File: src/rtl/gabor_cluster_conv_seq.sv
// gabor_cluster_conv_seq
// Sequential clustered-coefficient Gabor convolution. One KSIZE x KSIZE window
// is accepted per handshake; pixels are summed per coefficient cluster using a
// runtime tap-to-group map, then one time-shared signed multiplier folds the
// group sums into a single full-precision result.
//
// Ports
//   clk, rst_n        clock, synchronous active-low reset
//   win_pix           window pixels, tap t at [t*PIX_W +: PIX_W], row-major
//   tap_group         group id per tap; id >= NUM_GROUPS drops the tap
//   in_valid/in_ready window handshake
//   coef_we/addr/wdata coefficient write port (accepted only in IDLE)
//   coef_err          one-cycle pulse when a write is rejected
//   result            signed sum of coeff[g]*group_sum[g], COEFF_FRAC frac bits
//   out_valid/out_ready result handshake
//
// state | meaning
// IDLE  | ready for a window; coefficient writes allowed
// ACCUM | one tap per cycle added into its group sum
// MAC   | one group per cycle: acc += coeff[g] * group_sum[g]
// OUT   | result held until downstream accepts it
module gabor_cluster_conv_seq #(
   parameter int KSIZE      = 5,
   parameter int NUM_GROUPS = 5,
   parameter int PIX_W      = 8,
   parameter int COEFF_W    = 16,
   parameter int COEFF_FRAC = 8,
   localparam int T      = KSIZE * KSIZE,
   localparam int GID_W  = $clog2(NUM_GROUPS + 1),
   localparam int ADDR_W = $clog2(NUM_GROUPS),
   localparam int SUM_W  = PIX_W + $clog2(T + 1),
   localparam int ACC_W  = COEFF_W + SUM_W + 1 + $clog2(NUM_GROUPS)
) (
   input  logic                     clk,
   input  logic                     rst_n,
   input  logic [T*PIX_W-1:0]       win_pix,
   input  logic [T*GID_W-1:0]       tap_group,
   input  logic                     in_valid,
   output logic                     in_ready,
   input  logic                     coef_we,
   input  logic [ADDR_W-1:0]        coef_addr,
   input  logic [COEFF_W-1:0]       coef_wdata,
   output logic                     coef_err,
   output logic [ACC_W-1:0]         result,
   output logic                     out_valid,
   input  logic                     out_ready
);

   localparam int TAP_W  = (T > 1) ? $clog2(T) : 1;
   localparam int PROD_W = COEFF_W + SUM_W + 1;

   // The result inherits the coefficient binary point; no logic depends on it.
   if (COEFF_FRAC > COEFF_W) begin : g_coeff_frac_out_of_range
   end

   typedef enum logic [1:0] {S_IDLE, S_ACCUM, S_MAC, S_OUT} state_t;

   state_t                    r_state;
   logic [T*PIX_W-1:0]        r_pix;
   logic [T*GID_W-1:0]        r_grp;
   logic [TAP_W-1:0]          r_tap;
   logic [ADDR_W-1:0]         r_gcnt;
   logic [SUM_W-1:0]          r_gsum  [NUM_GROUPS];
   logic [COEFF_W-1:0]        r_coeff [NUM_GROUPS];
   logic [ACC_W-1:0]          r_acc;
   logic                      r_in_ready;
   logic                      r_out_valid;
   logic                      r_err;

   logic [PIX_W-1:0]          w_tap_pix;
   logic [GID_W-1:0]          w_tap_gid;
   logic [COEFF_W-1:0]        w_sel_coeff;
   logic [SUM_W-1:0]          w_sel_sum;
   logic signed [PROD_W-1:0]  w_prod;
   logic                      w_coef_ok;

   assign w_tap_pix = r_pix[r_tap*PIX_W +: PIX_W];
   assign w_tap_gid = r_grp[r_tap*GID_W +: GID_W];

   always_comb begin
      w_sel_coeff = '0;
      w_sel_sum   = '0;
      for (int g = 0; g < NUM_GROUPS; g++) begin
         if (r_gcnt == ADDR_W'(g)) begin
            w_sel_coeff = r_coeff[g];
            w_sel_sum   = r_gsum[g];
         end
      end
   end

   // Group sum is unsigned: a zero MSB makes it a non-negative signed operand.
   assign w_prod = $signed(w_sel_coeff) * $signed({1'b0, w_sel_sum});

   assign w_coef_ok = coef_we && (r_state == S_IDLE) &&
                      (coef_addr < ADDR_W'(NUM_GROUPS));

   always_ff @(posedge clk) begin
      if (!rst_n) begin
         r_state     <= S_IDLE;
         r_pix       <= '0;
         r_grp       <= '0;
         r_tap       <= '0;
         r_gcnt      <= '0;
         r_acc       <= '0;
         r_in_ready  <= 1'b1;
         r_out_valid <= 1'b0;
         r_err       <= 1'b0;
         for (int g = 0; g < NUM_GROUPS; g++) begin
            r_gsum[g]  <= '0;
            r_coeff[g] <= '0;
         end
      end else begin
         r_err <= coef_we && !w_coef_ok;
         // Lands on the same edge as an accept, so that window sees the new value.
         if (w_coef_ok) begin
            for (int g = 0; g < NUM_GROUPS; g++) begin
               if (coef_addr == ADDR_W'(g)) r_coeff[g] <= coef_wdata;
            end
         end
         case (r_state)
            S_IDLE: begin
               if (in_valid) begin
                  r_pix      <= win_pix;
                  r_grp      <= tap_group;
                  r_tap      <= '0;
                  r_acc      <= '0;
                  r_in_ready <= 1'b0;
                  r_state    <= S_ACCUM;
                  for (int g = 0; g < NUM_GROUPS; g++) r_gsum[g] <= '0;
               end
            end
            S_ACCUM: begin
               // Masked ids match no group and are dropped.
               for (int g = 0; g < NUM_GROUPS; g++) begin
                  if (w_tap_gid == GID_W'(g))
                     r_gsum[g] <= r_gsum[g] + SUM_W'(w_tap_pix);
               end
               r_tap <= r_tap + 1'b1;
               if (r_tap == TAP_W'(T - 1)) begin
                  r_gcnt  <= '0;
                  r_state <= S_MAC;
               end
            end
            S_MAC: begin
               r_acc  <= r_acc + {{(ACC_W-PROD_W){w_prod[PROD_W-1]}}, w_prod};
               r_gcnt <= r_gcnt + 1'b1;
               if (r_gcnt == ADDR_W'(NUM_GROUPS - 1)) begin
                  r_out_valid <= 1'b1;
                  r_state     <= S_OUT;
               end
            end
            S_OUT: begin
               if (out_ready) begin
                  r_out_valid <= 1'b0;
                  r_in_ready  <= 1'b1;
                  r_state     <= S_IDLE;
               end
            end
            default: r_state <= S_IDLE;
         endcase
      end
   end

   assign in_ready  = r_in_ready;
   assign out_valid = r_out_valid;
   assign result    = r_acc;
   assign coef_err  = r_err;

endmodule

File: config.mk
export PLATFORM = sky130hd
export DESIGN_NAME = gabor_cluster_conv_seq
export DESIGN_NICKNAME = d
export VERILOG_FILES = /design/src/rtl/gabor_cluster_conv_seq.sv
export SDC_FILE = /design/constraint.sdc
export NUM_CORES = 2
export LEC_CHECK = 0
export CAP_MARGIN = 30
export CORE_ASPECT_RATIO = 1.75
export CORE_MARGIN = 5
export CORE_UTILIZATION = 55
export CTS_BUF_LIST = sky130_fd_sc_hd__clkbuf_4
export DETAILED_ROUTE_END_ITERATION = 16
export GPL_ROUTABILITY_DRIVEN = 0
export PLACE_DENSITY_LB_ADDON = 0.3
export SETUP_SLACK_MARGIN = 0.2
export SLEW_MARGIN = 20
export SYNTH_ARGS = -nofsm -noshare
export SYNTH_HDL_FRONTEND = slang
export SYNTH_SLANG_ARGS = --single-unit
File: constraint.sdc
create_clock -name clk -period 23.5 [get_ports clk]
set_clock_uncertainty 0.05 [all_clocks]
set_input_delay 3.525 -clock clk [delete_from_list [all_inputs] [get_ports clk]]
set_output_delay 3.525 -clock clk [all_outputs]
set_load 0.03 [all_outputs]
# [Word level (Yosys, flattened, before mapping)]
# Memories as Yosys holds them, arrays and structs flattened.
# Index checks and enable logic that the tools add are counted.
[word_totals] regBits=321 mem_bits_rw=145 inputBits=299 wordCells=166 mem_count=2
[classes] add_sub_neg=8 n_mul=2 n_lt_le_gt_ge=1 n_eq_ne=20 shifts=2 muxes=87 bitwise_logic=15 n_reduce_logical=20
[mem_list] name="r_coeff" depth=5 width=16 rd=5 rd_clocked_by_memory_dff=0 wr=5 line="64" rtl="logic [COEFF_W-1:0] r_coeff [NUM_GROUPS];"
[mem_list] name="r_gsum" depth=5 width=13 rd=5 rd_clocked_by_memory_dff=0 wr=5 line="63" rtl="logic [SUM_W-1:0] r_gsum [NUM_GROUPS];"
[op_table] cell="$shiftx 200x9->8" count=1
[op_table] cell="$mux 13" count=15
[op_table] cell="$mux 16" count=10
[op_table] cell="$shiftx 75x8->3" count=1
[op_table] cell="$pmux 33 s2" count=1
[op_table] cell="$add 13x8->13" count=5
[op_table] cell="$mux 1" count=49
[op_table] cell="$add 33x33->33" count=1
[op_table] cell="$mux 33" count=1
[op_table] cell="$mul 16x14->30" count=1
[op_table] cell="$eq 3x2->1 const B" count=6
[op_table] cell="$or 1x1->1" count=15
[op_table] cell="$pmux 5 s2" count=1
[op_table] cell="$reduce_bool 2->1" count=5
[op_table] cell="$eq 3x1->1 const B" count=3
[op_table] cell="$eq 3x3->1 const B" count=3
[op_table] cell="$logic_not 3->1" count=3
[op_table] cell="$mux 2" count=4
[op_table] cell="$ne 2x2->1 const B" count=4
[op_table] cell="$pmux 2 s4" count=1
[op_table] cell="$reduce_and 2->1" count=4
[op_table] cell="$mul 5x2->7 const B" count=1
[op_table] cell="$pmux 3 s2" count=1
[op_table] cell="$reduce_and 3->1" count=2
[op_table] cell="other kinds (13)" count=17

# [Depth between registers and ports, before layout]
[depth] depth_word=9 ltp_mapped=44

# [Worst setup path after synthesis]
# Ideal clock, no wire load.
[synth_timing] path_kind="flip-flop to flip-flop" start="register r_gcnt[0]" end="register r_acc[31] (netlist: result[31])" t_arrival_ps=8964 required_ps=23326 path_slack_ps=14361 stages_incl_launch_ff=40 period_less_slack_ps=9139 path_cell_list="dfxtp_1 > inv_1 > ha_1 > nor3b_2 > buf_2 > a22oi_1 > a211oi_1 > a21oi_1 > a21oi_1 > clkbuf_1 > nand2_1 > fa_1 > fa_1 > fa_1 > inv_1 > fa_1 > fa_1 > inv_1 > (+4 left out) > a31oi_1 > o21ai_0 > a31oi_1 > o211ai_1 > a21oi_1 > xnor2_1 > ha_1 > clkbuf_1 > a21o_1 > a21o_1 > a21o_1 > a21oi_1 > o21ai_0 > a41oi_2 > nor2_1 > a2111oi_2 > xor2_1 > o21ai_1"
[synth_between] elab_chain_cells=9 elab_cells_between_ends=18 classes_between="1 x add/sub; 1 x mul; 4 x eq/ne; 11 x mux; 1 x reduce/logical"
[synth_lines] element="from (decl)" line="62" rtl="logic [ADDR_W-1:0] r_gcnt;"
[synth_lines] element="from (signal assigned)" line="146" rtl="r_gcnt <= r_gcnt + 1'b1;"
[synth_lines] element="$logic_not 3->1" line="84" rtl="if (r_gcnt == ADDR_W'(g)) begin"
[synth_lines] element="$mux 16 / $mux 13 (equally long branches) (5 in series)" line="84"
[synth_lines] element="$mul 16x14->30 *" line="92" rtl="assign w_prod = $signed(w_sel_coeff) * $signed({1'b0, w_sel_sum});"
[synth_lines] element="$add 33x33->33 *" line="145" rtl="r_acc <= r_acc + {{(ACC_W-PROD_W){w_prod[PROD_W-1]}}, w_prod};"
[synth_lines] element="$pmux 33 s2 *" line="120" rtl="case (r_state)"
[synth_lines] element="to (signal assigned)" line="145"
[synth_lines] element="to (decl)" line="65" rtl="logic [ACC_W-1:0] r_acc;"
# Mark *: on every way between the ends. The rest lies on a longest branch, timed or not.
# A chain may end at the register's enable or synchronous reset.

# [Worst setup path after layout]
[layout_timing] start="register r_gcnt[0]" end="register r_acc[32] (netlist: result[32])"
# Same word-level chain as after synthesis.

==> impl_metrics.csv <==
group,metric,value,unit
status,outcome,"finished, final reports clean",
global_route,track_usage,28.6,%
placed_design,place.port_buffers,334,
critical_path,endpoint_kind,"register",
timing,hold_viol,0,
logic_synthesis,synthesis.area,31400,um^2
logic_synthesis,synthMuxAreaShare,6.06,%
timing,finalCritPeriodShare,44.6,%
clocking,cts_resized,0,
timing,slew_viol_final,0,
floorplan,die_w,191,um
logic_synthesis,syn_inst,3422,
clocking,htreeDepth,3,
logic_synthesis,ys.flop_type,"dfxtp_1",
critical_path,startpoint_type,"register",
clocking,clockBufferDepth,3,
cells_and_area,final_area,36700,um^2
placed_design,place_inst,4385,
cells_and_area,final_cell_mix,"nand2_1 (751), clkdlybuf4s50_1 (333), dfxtp_1 (319), inv_1 (313), a21boi_0 (289)",
timing,clock.fmax,95.4,MHz
detailed_routing,wl_per_cell,19.5,um
clocking,cts_setup_buffers,0,
logic_synthesis,yosysWarnings,0,
critical_path,cpMaxStageDelayCell,"a21oi_1",
critical_path,critPathMaxStageDelay,0.90,ns
logic_synthesis,synthAdderAreaFrac,19.5,%
floorplan,start_util,55.1,%
placed_design,hpwl,68000,um
critical_path,required,24.22,ns
timing,post-route-min-period,10.48,ns
logic_synthesis,synth_xor_area_share,2.79,%
clocking,numCtsBuffers,111,
critical_path,path_max_fanout,27,
critical_path,critPathTopFamily,"compound AO/OA/AOI/OAI gates",
logic_synthesis,ys_seq_area_share,34.4,%
detailed_routing,routed_via_density,5.54,
clocking,cts.sinks,466,
logic_synthesis,synth-simple-area-share,15.7,%
global_route,grt_pass1_vias,26515,
logic_synthesis,synth_top_family_by_area,"adder cells",
logic_synthesis,yosysUniqueCellTypes,64,
clocking,tritoncts,"yes",
cells_and_area,layout.nets,4398,
logic_synthesis,synth_compound_area_share,15.5,%
clocking,clk_latency,0.89,ns
critical_path,path_class,"register to register",
critical_path,arrival,11.20,ns
timing,setup_viol,0,
placed_design,dpl_worst_slack,13.19,ns
cells_and_area,layout_commonest_cell,"nand2_1",
cells_and_area,drive_above_1_share,8.61,%
worst_hold_path,min_path_type,"register to register",
logic_synthesis,synth_area_leaders,"dfxtp_1 (20%), edfxtp_1 (14%), fa_1 (13%)",
cells_and_area,area_growth,17.1,%
cells_and_area,fill_cells,4770,
detailed_routing,drt-total-wl,89400,um
global_route,grt_start_max_net_pins,231,
floorplan,core.rowCount,116,
timing,rsz0062_at_grt,"no",
global_route,antenna_found_initial,10,
global_route,grt_pass1_wl,139000,um
logic_synthesis,synth-edff-count,145,
logic_synthesis,ys_async_sr_fraction,0,%
timing,relSlewSlack,27.2,%
cells_and_area,final_cells,4586,
logic_synthesis,syn_area_per_cell,9.17,um^2
detailed_routing,dr.pass1.iters,8,
critical_path,cp_num_buf_inv,5,
logic_synthesis,synth_top_area_cell,"dfxtp_1",
critical_path,cpMostUsedCell,"fa_1",
floorplan,core,56900,um^2
global_route,grt_overflow_total,0,
floorplan,die_h,326,um
placed_design,placed_area,35300,um^2
floorplan,io_pins,335,
detailed_routing,vias,25421,
timing,tns,0,ns
job,maxCapViolCount,0,
clocking,path_clk_slew,0.06,ns
detailed_routing,drc,0,
detailed_routing,drtIter0Drc,1504,
timing,worstMarginPinSlew,1.09,ns
clocking,root_buffer,"clkbuf_4",
detailed_routing,ant_nets,0,
logic_synthesis,yosysTopAreaCellShare,20.5,%
floorplan,dieArea,62100,um^2
logic_synthesis,syn_nets,4086,
timing,worst_slack,13.02,ns
clocking,cts-hold-fix-buffers,0,
logic_synthesis,synth_seq_cells,466,
## final cells by class
cell class	count	area [um^2]	share of cell area (%)
tap	767	960	2.61
sequential	466	10800	29.4
clock buffer	157	1180	3.21
antenna	10	25.0	0.0681
clock inverter	31	158	0.429
multi-input combinational	2463	18700	51.0
timing repair buffer	379	3720	10.1
inverter	313	1170	3.20
## per-layer routing
layer	vias to the layer above	routed length, um	track usage, %
li1	12076	-	-
met1	12188	29700	28.5
met2	872	47600	52.2
met3	285	5480	6.01
met4	0	6620	19.8
met5	-	0	0
## worst register-to-register path, delay by kind of cell, from the launching register on
family / cells / cell delay, ns
AO/OA/AOI/OAI: 17 / 4.35
adder cells (fa/ha/maj): 9 / 4.05
flip-flops: 1 / 0.35
buffers and inverters: 5 / 0.61
AND/OR/NAND/NOR: 5 / 0.67
XOR/XNOR: 2 / 0.30
## logic make-up after synthesis
group                      count (synthesis)
AOI/OAI and AO/OA                        725
xor gates and xnor gates                 100
adders and majority gates                365
buffers and inverters                    493
DFF                                      466
muxes                                     96
and+or+nand+nor                         1177
## metrics by stage
step	hold slack [ns]	util (%)
2_1_floorplan	0.390	-
3_3_place_gp	0.399	62.0
3_5_place_dp	0.405	62.1
4_1_cts	0.415	64.5
5_1_grt	0.432	64.6
6_report	0.414	64.6
## path summary, 6_finish.rpt
check,depth (start not counted),startpoint,slack (ns),endpoint
worst max-delay path,38,r_gcnt[0],13.02,result[32]
worst max register to register,38,r_gcnt[0],13.02,result[32]
worst min-delay path,2,r_pix[157],0.41,r_pix[157]
worst min register to register,2,r_pix[157],0.41,r_pix[157]
## registers in the layout (all words and copies together), names as in the netlist
signal / cells
r_grp: 75
in_ready: 1
r_gsum: 65
out_valid: 1
r_state: 2
r_coeff: 80
r_pix: 200
r_gcnt: 3
coef_err: 1
result: 33
r_tap: 5
## synthesized netlist by cell type (14+ instances only)
| cell | n |
|---|---|
| a211oi_1 | 28 |
| a21boi_0 | 289 |
| a21o_1 | 44 |
| a21oi_1 | 134 |
| a22oi_1 | 47 |
| and2_1 | 29 |
| and3_1 | 18 |
| buf_2 | 15 |
| clkbuf_1 | 155 |
| dfxtp_1 | 321 |
| edfxtp_1 | 145 |
| fa_1 | 208 |
| ha_1 | 157 |
| inv_1 | 313 |
| mux2i_1 | 20 |
| mux4_2 | 75 |
| nand2_1 | 753 |
| nand2b_1 | 15 |
| nand3_1 | 22 |
| nor2_1 | 240 |
| nor2b_1 | 53 |
| nor3_2 | 15 |
| o211ai_1 | 14 |
| o21ai_0 | 108 |
| xnor2_1 | 72 |
| xor2_1 | 28 |
Power is left out: the tool's default activity adds up to more than one toggle a clock period on the data nets, which glitch-free logic cannot reach.
